--- src/rtl/ipv4_arp_lut_learn_pkg.sv ---
// Shared ARP learn constants: MAC width, row bits, eth padding, FSM states.
// Used by ipv4_arp_lut_learn and its shadow; mirrors the table's sizing.
package ipv4_arp_lut_learn_pkg;

  localparam int LRN_ROWS      = 32;
  localparam int LRN_ROW_BITS  = 5;
  localparam int LRN_MAC_WIDTH = 48;
  localparam int LRN_ETH_W     = 64;

  typedef enum logic [1:0] {
    ST_IDLE       = 2'd0,
    ST_SCAN       = 2'd1,
    ST_WRITE_WAIT = 2'd2
  } learn_st_e;

endpackage

--- src/rtl/ipv4_arp_learn_shadow.sv ---
// Shadow of the ARP table valid/IPv4 columns with a one-row-per-cycle scan.
// In: scan, ip, set/set_row/set_ip, flush. Out: hit, free, row, done.
module ipv4_arp_learn_shadow
  import ipv4_arp_lut_learn_pkg::*;
#(
  parameter int ROWS     = LRN_ROWS,
  parameter int ROW_BITS = LRN_ROW_BITS
) (
  input  logic                clk,
  input  logic                resetn,
  input  logic                scan,
  input  logic [31:0]         ip,
  input  logic                set,
  input  logic [ROW_BITS-1:0] set_row,
  input  logic [31:0]         set_ip,
  input  logic                flush,
  output logic                hit,
  output logic                free,
  output logic [ROW_BITS-1:0] row,
  output logic                done
);

  logic [ROWS-1:0]     vld_q;
  logic [31:0]         ip_q [ROWS];
  logic [ROW_BITS-1:0] idx_q;
  logic [ROW_BITS-1:0] hit_row_q;
  logic [ROW_BITS-1:0] free_row_q;
  logic                hit_q;
  logic                free_q;
  logic                cur_hit;
  logic                cur_free;
  logic [ROW_BITS-1:0] hit_row;
  logic [ROW_BITS-1:0] free_row;

  assign cur_hit  = vld_q[idx_q] && (ip_q[idx_q] == ip);
  assign cur_free = !vld_q[idx_q];

  // Fold in the row under the index so the last scan cycle sees all rows.
  assign hit      = hit_q | cur_hit;
  assign free     = free_q | cur_free;
  assign hit_row  = hit_q ? hit_row_q : idx_q;
  assign free_row = free_q ? free_row_q : idx_q;
  assign row      = hit ? hit_row : free_row;
  assign done     = scan && (idx_q == ROW_BITS'(ROWS - 1));

  always_ff @(posedge clk or negedge resetn) begin
    if (!resetn) begin
      vld_q      <= '0;
      idx_q      <= '0;
      hit_q      <= 1'b0;
      free_q     <= 1'b0;
      hit_row_q  <= '0;
      free_row_q <= '0;
      for (int i = 0; i < ROWS; i++) ip_q[i] <= '0;
    end else begin
      if (flush) vld_q <= '0;
      else if (set) vld_q[set_row] <= 1'b1;
      if (set) ip_q[set_row] <= set_ip;

      if (!scan) begin
        idx_q  <= '0;
        hit_q  <= 1'b0;
        free_q <= 1'b0;
      end else begin
        idx_q <= idx_q + 1'b1;
        if (cur_hit && !hit_q) begin
          hit_q     <= 1'b1;
          hit_row_q <= idx_q;
        end
        if (cur_free && !free_q) begin
          free_q     <= 1'b1;
          free_row_q <= idx_q;
        end
      end
    end
  end

endmodule

--- src/rtl/ipv4_arp_lut_learn.sv ---
// ARP learn write initiator: picks hit/free/round-robin row, drives wr_req/ack.
// Ports: learn valid/ready bus, flush, table write port, four stat counters.
module ipv4_arp_lut_learn
  import ipv4_arp_lut_learn_pkg::*;
#(
  parameter int IPV4_ARP_LUT_ROWS     = LRN_ROWS,
  parameter int IPV4_ARP_LUT_ROW_BITS = LRN_ROW_BITS,
  parameter int MAC_WIDTH             = LRN_MAC_WIDTH,
  parameter int ACK_TIMEOUT           = 64
) (
  input  logic                             clk,
  input  logic                             resetn,
  input  logic                             i_learn_valid,
  output logic                             o_learn_ready,
  input  logic [31:0]                      i_learn_ipv4,
  input  logic [MAC_WIDTH-1:0]             i_learn_eth,
  input  logic                             i_flush,
  output logic                             o_ipv4_arp_lut_wr_req,
  input  logic                             i_ipv4_arp_lut_wr_ack,
  output logic [IPV4_ARP_LUT_ROW_BITS-1:0] o_ipv4_arp_lut_wr_addr,
  output logic [LRN_ETH_W-1:0]             o_ipv4_arp_lut_wr_eth_addr,
  output logic [31:0]                      o_ipv4_arp_lut_wr_ipv4_addr,
  output logic [31:0]                      o_learn_cnt,
  output logic [31:0]                      o_evict_cnt,
  output logic [31:0]                      o_drop_cnt,
  output logic [31:0]                      o_err_cnt
);

  localparam int ROWS = IPV4_ARP_LUT_ROWS;
  localparam int RB   = IPV4_ARP_LUT_ROW_BITS;

  learn_st_e   state_q;
  learn_st_e   state_d;
  logic        flush_pend;
  logic        evict_q;
  logic [RB-1:0] rr_q;
  logic [15:0] tcnt_q;

  logic          in_idle;
  logic          in_ww;
  logic          accept;
  logic          filt;
  logic          ack;
  logic          tout;
  logic          flush_now;
  logic          sh_hit;
  logic          sh_free;
  logic          sh_done;
  logic [RB-1:0] sh_row;
  logic [RB-1:0] sel_row;
  logic          evict;

  assign in_idle = (state_q == ST_IDLE);
  assign in_ww   = (state_q == ST_WRITE_WAIT);

  // Gated by resetn so ready stays low while reset is held.
  assign o_learn_ready = resetn && in_idle && !flush_pend;

  assign accept = o_learn_ready && i_learn_valid;
  // Zero IP or group MAC (I/G bit of first octet) is never learned.
  assign filt   = (i_learn_ipv4 == 32'd0) || i_learn_eth[40];

  assign ack  = in_ww && i_ipv4_arp_lut_wr_ack;
  assign tout = in_ww && !i_ipv4_arp_lut_wr_ack &&
                (tcnt_q == 16'(ACK_TIMEOUT - 1));

  assign flush_now = in_idle && (i_flush || flush_pend);

  assign evict   = !(sh_hit || sh_free);
  assign sel_row = evict ? rr_q : sh_row;

  ipv4_arp_learn_shadow #(
    .ROWS     (ROWS),
    .ROW_BITS (RB)
  ) u_shadow (
    .clk     (clk),
    .resetn  (resetn),
    .scan    (state_q == ST_SCAN),
    .ip      (o_ipv4_arp_lut_wr_ipv4_addr),
    // A flush seen with the ack leaves the row invalid.
    .set     (ack && !i_flush),
    .set_row (o_ipv4_arp_lut_wr_addr),
    .set_ip  (o_ipv4_arp_lut_wr_ipv4_addr),
    .flush   (flush_now),
    .hit     (sh_hit),
    .free    (sh_free),
    .row     (sh_row),
    .done    (sh_done)
  );

  always_comb begin
    state_d = state_q;
    unique case (state_q)
      ST_IDLE:       if (accept && !filt) state_d = ST_SCAN;
      ST_SCAN:       if (sh_done) state_d = ST_WRITE_WAIT;
      ST_WRITE_WAIT: if (ack || tout) state_d = ST_IDLE;
      default:       state_d = ST_IDLE;
    endcase
  end

  always_ff @(posedge clk or negedge resetn) begin
    if (!resetn) begin
      state_q                     <= ST_IDLE;
      flush_pend                  <= 1'b0;
      evict_q                     <= 1'b0;
      rr_q                        <= '0;
      tcnt_q                      <= '0;
      o_ipv4_arp_lut_wr_req       <= 1'b0;
      o_ipv4_arp_lut_wr_addr      <= '0;
      o_ipv4_arp_lut_wr_eth_addr  <= '0;
      o_ipv4_arp_lut_wr_ipv4_addr <= '0;
      o_learn_cnt                 <= '0;
      o_evict_cnt                 <= '0;
      o_drop_cnt                  <= '0;
      o_err_cnt                   <= '0;
    end else begin
      state_q <= state_d;

      if (accept && filt) o_drop_cnt <= o_drop_cnt + 1'b1;

      // Write-port data doubles as the latched binding used by the scan.
      if (accept && !filt) begin
        o_ipv4_arp_lut_wr_ipv4_addr <= i_learn_ipv4;
        o_ipv4_arp_lut_wr_eth_addr  <=
          {{(LRN_ETH_W - MAC_WIDTH){1'b0}}, i_learn_eth};
      end

      if (sh_done) begin
        o_ipv4_arp_lut_wr_req  <= 1'b1;
        o_ipv4_arp_lut_wr_addr <= sel_row;
        evict_q                <= evict;
        tcnt_q                 <= '0;
      end

      if (in_ww) begin
        if (ack || tout) o_ipv4_arp_lut_wr_req <= 1'b0;
        else tcnt_q <= tcnt_q + 1'b1;
      end

      if (ack) begin
        o_learn_cnt <= o_learn_cnt + 1'b1;
        if (evict_q) begin
          o_evict_cnt <= o_evict_cnt + 1'b1;
          rr_q <= (rr_q == RB'(ROWS - 1)) ? '0 : rr_q + 1'b1;
        end
      end

      if (tout) o_err_cnt <= o_err_cnt + 1'b1;

      if (flush_now) begin
        rr_q       <= '0;
        flush_pend <= 1'b0;
      end else if (i_flush && !in_idle) begin
        flush_pend <= 1'b1;
      end
    end
  end

endmodule

--- config.mk ---
export PLATFORM = sky130hd
export DESIGN_NAME = ipv4_arp_lut_learn
export DESIGN_NICKNAME = d
export VERILOG_FILES = /design/src/rtl/ipv4_arp_lut_learn_pkg.sv /design/src/rtl/ipv4_arp_learn_shadow.sv /design/src/rtl/ipv4_arp_lut_learn.sv
export SDC_FILE = /design/constraint.sdc
export NUM_CORES = 2
export LEC_CHECK = 0
export ABC_AREA = 0
export ABC_CLOCK_PERIOD_IN_PS = 3520
export BUFFER_PORTS_ARGS = -buffer_cell sky130_fd_sc_hd__clkbuf_2
export CORE_AREA = 2 2 296 371
export CTS_CLUSTER_DIAMETER = 50
export DETAILED_ROUTE_END_ITERATION = 16
export DIE_AREA = 0 0 298 373
export PLACE_DENSITY = 0.77
export SYNTH_ARGS = -nofsm -noshare
export SYNTH_HDL_FRONTEND = slang
export SYNTH_HIERARCHICAL = 1
export SYNTH_SLANG_ARGS = --single-unit
--- constraint.sdc ---
create_clock -name clk -period 3.52 [get_ports clk]
set_input_delay 0.176 -clock clk [delete_from_list [all_inputs] [get_ports clk]]
set_output_delay 0.176 -clock clk [all_outputs]
set_load 0.1 [all_outputs]
==> out/summary.txt <==
Proportion of synthesized area in mux cells: 31.4%
Most frequent cells in the layout: dfrtp_1 (1307), mux2_2 (1121), clkbuf_2 (297)
WL per Instance: 27.0 um
Overall Global Routing Usage: 30.5%
Starting Density: 55.6%
Final hold violation count: 0
P_leak: 34.7 nW
Drt total wl: 169000 um
Post-Synth XOR/XNOR Area: 2.22%
H-tree Lvls: 4
Netlist cell types: 76
First-pass GRT wire length: 256000 um
Status: complete, but fails checks
Initial antenna violation count: 3
Ys Warns: 6
Crit path capture: o_ipv4_arp_lut_wr_addr[2]
Total CTS buffers: 138
Cell Rows: 135
CTS tree: done
Final worst setup slack: -259 ps
Crit end category: register
Vert. Die Dim: 373 um
Most common cell after layout, fill and taps aside: dfrtp_1
Post-Synth Simple-Gate Area: 5.73%
Routed vias/inst: 6.22
CP Max Fanout: 7
Compound-gate portion of the synthesized area: 2.73%
R2R Setup Slk: -260 ps
VDD IR max: 721 uV
Pwr per Cell Area: 660 nW/um^2
Post-synth EDFFs: 0
RePlAce Congestion: 0.838
Final TNS setup: -2440 ps
IO buf count: 299
Post-DP HPWL: 99000 um
Adder-Cell Fraction of Synth Area: 0.188%
Area growth syn-to-layout: 18.0%
Io pins: 316
R2r startpoint: u_shadow/idx_q[0]
Async S/R FF share, synth: 100%
Clock Path Buffers: 3
DRT antenna net count: 0
CP Class: reg -> reg
Final setup fails: 11
#FFs+latches synth: 1312
MaxCap Viol Count: 0
Rel. slew slack: 23.4%
Post-route minimum period: 3780 ps
Largest family of logic cells by synthesized area: multiplexers
First-pass iteration count of the detailed router: 6
Measured slew at the worst slew-check pin: 1150 ps
Cells on worst reg2reg path: 14
DR iter-0 viols: 3093
Tcrit/Tclk final: 107%
RSZ-0062 raised after global routing: true
Fin nets: 4810
Clock Tree Root: clkbuf_16
Worst min path class: in -> reg
Final-report max-slew violation count: 0
Reg2reg end: o_ipv4_arp_lut_wr_addr[2]
Worst Path Arrival: 4410 ps
Die area: 111000 sq um
Vias in the first global route: 40440
Core area: 108000 sq um
Clk_skew: 40.5 ps
Post-Synthesis Cells: 4227
Failing checks: setup timing
Drt drc: 0
Later-pin clock latency in the skew report: 780 ps
CP startpoint: u_shadow/idx_q[0]
Largest net degree at the start of global routing: 178
Pre-CTS WS: -793 ps
FMAX: 265 MHz
Via count: 38943
CP Launch Type: register
Clock sink count: 1312
GR Overflow Total: 0
Die width: 298 um
Worst-path clk slew: 60 ps
Part of the Yosys area used for sequential elements: 54.8%
Share of layout cells above drive strength 1: 46.2%
Primary FF master, synth: dfrtp_1
Mapped Avg Cell Area: 14.2 sq um
Worst endpoint required time: 4150 ps
Area of the mapped netlist: 60000 sq um
-- kinds of logic after synthesis --
family / Yosys count
compound gates: 240
other cells: 1
fa+ha+maj: 9
buf+inv: 375
simple gates: 632
mux: 1507
xor+xnor: 151
flops: 1312
-- metrics by stage --
| step | area (sq um) | power [mW] | hold WS, ps | instances | utilization, % |
|---|---|---|---|---|---|
| global placement | 64800 | 31.0 | 44.7 | 5908 | 60.1 |
| global route | 70800 | 48.2 | 121 | 6263 | 65.7 |
| finish | 70800 | 46.7 | 105 | 6263 | 65.7 |
| CTS | 70600 | 46.5 | 59.1 | 6258 | 65.5 |
| detailed placement | 64800 | 31.1 | 43.3 | 5908 | 60.1 |
| floorplan | 60100 | 26.2 | -120 | 4242 | - |
-- power breakdown --
group,leakage [nW],switching [mW],internal (mW)
clock,2.24,6.21,8.59
sequential,18.1,0.615,15.6
combinational,14.4,10.7,5.03
total,34.7,17.5,29.2
-- Yosys cell counts (6+ instances only) --
cell      instances  area share, %
buf_1            40           0.25
mux4_1            7           0.31
buf_2            40           0.33
dfrtp_1        1312             55
a221oi_1         10           0.15
mux2_2         1121             21
nor4_1           38           0.40
and4_1           17           0.25
ha_1              9           0.19
a22oi_1          82            1.0
a31oi_1           6          0.063
clkbuf_1        216            1.4
nor2_1          123           0.77
a21oi_1          44           0.37
nand3_1          86           0.72
nand2_1         139           0.87
and3_1           26           0.27
nand3b_1         13           0.16
and2_1           19           0.20
mux2i_1         196            3.3
o22ai_1          33           0.34
o211ai_1          7          0.088
inv_1            25           0.16
xor2_1           83            1.2
mux4_2          178            6.7
or3b_2            9           0.13
nand2b_1         13           0.14
nor3b_1           7          0.088
nor3_1           40           0.33
nand4_1          36           0.38
buf_4            32           0.40
buf_6            16           0.30
a211oi_1          6          0.075
xnor2_1          67           0.98
or3_1             8          0.083
o21ai_0          26           0.22
nor2b_1          19           0.20
-- how the worst min path moves through the flow --
| stage | start | end | slack (ps) | cells after the start |
|---|---|---|---|---|
| 6_report | i_learn_valid | o_drop_cnt[13] | 110 | 5 |
| 5_1_grt | i_learn_valid | o_drop_cnt[8] | 120 | 4 |
| 4_1_cts | i_learn_valid | o_drop_cnt[8] | 60 | 4 |
| 3_5_place_dp | resetn | u_shadow/vld_q[11] | 40 | 1 |
| 3_3_place_gp | resetn | u_shadow/vld_q[11] | 40 | 1 |
| 2_1_floorplan | resetn | evict_q | -120 | 0 |
-- metal layers --
layer  vias to the layer above  global-route usage [%]  wire, um
li1                      16378                       -         -
met1                     20572                    39.8     66800
met2                      1544                    50.1     82700
met3                       449                    5.97     11500
met4                         0                    13.0      8030
met5                         -                       0         0
-- registers in the layout, summed over array words and instances (netlist names), 16 cells and up --
signal / count
o_drop_cnt: 32
tcnt_q: 16
o_ipv4_arp_lut_wr_ipv4_addr: 32
o_ipv4_arp_lut_wr_eth_addr: 48
u_shadow/ip_q: 1024
o_err_cnt: 32
o_learn_cnt: 32
o_evict_cnt: 32
u_shadow/vld_q: 32
-- area by class of cell --
cell class              instances  area [sq um]
diodes                          1          2.50
clock buffers                 195          4050
clock inverters                53           552
fillers                      7526         37000
inverters                      27           114
multi-input cells            2555         25800
flip-flops and latches       1312         32800
well taps                    1438          1800
repair buffers                682          5600
-- critical path: stages, from the launching register on --
cell and delay [ps]:
dfrtp_4 520, buf_12 180, mux4_2 500, mux2i_1 250
nor2_1 140, or4_4 510, a2111oi_4 350, nand4_4 160
nor4_4 140, buf_4 190, buf_4 140, mux2i_2 230
nor3_2 80, mux2i_1 150, a21oi_1 90
-- what timing repair did --
action | 4_1_cts | 5_1_grt
endpoints found under the hold margin | 801 | 0
resized for setup | 35 | 23
buffers inserted | 15 | 3
endpoints found under the setup margin | 12 | 11
pin swaps | 8 | 14
gates cloned | 4 | 1
hold buffers | 83 | 0
Note: power is estimated with default switching activity, not from simulation.
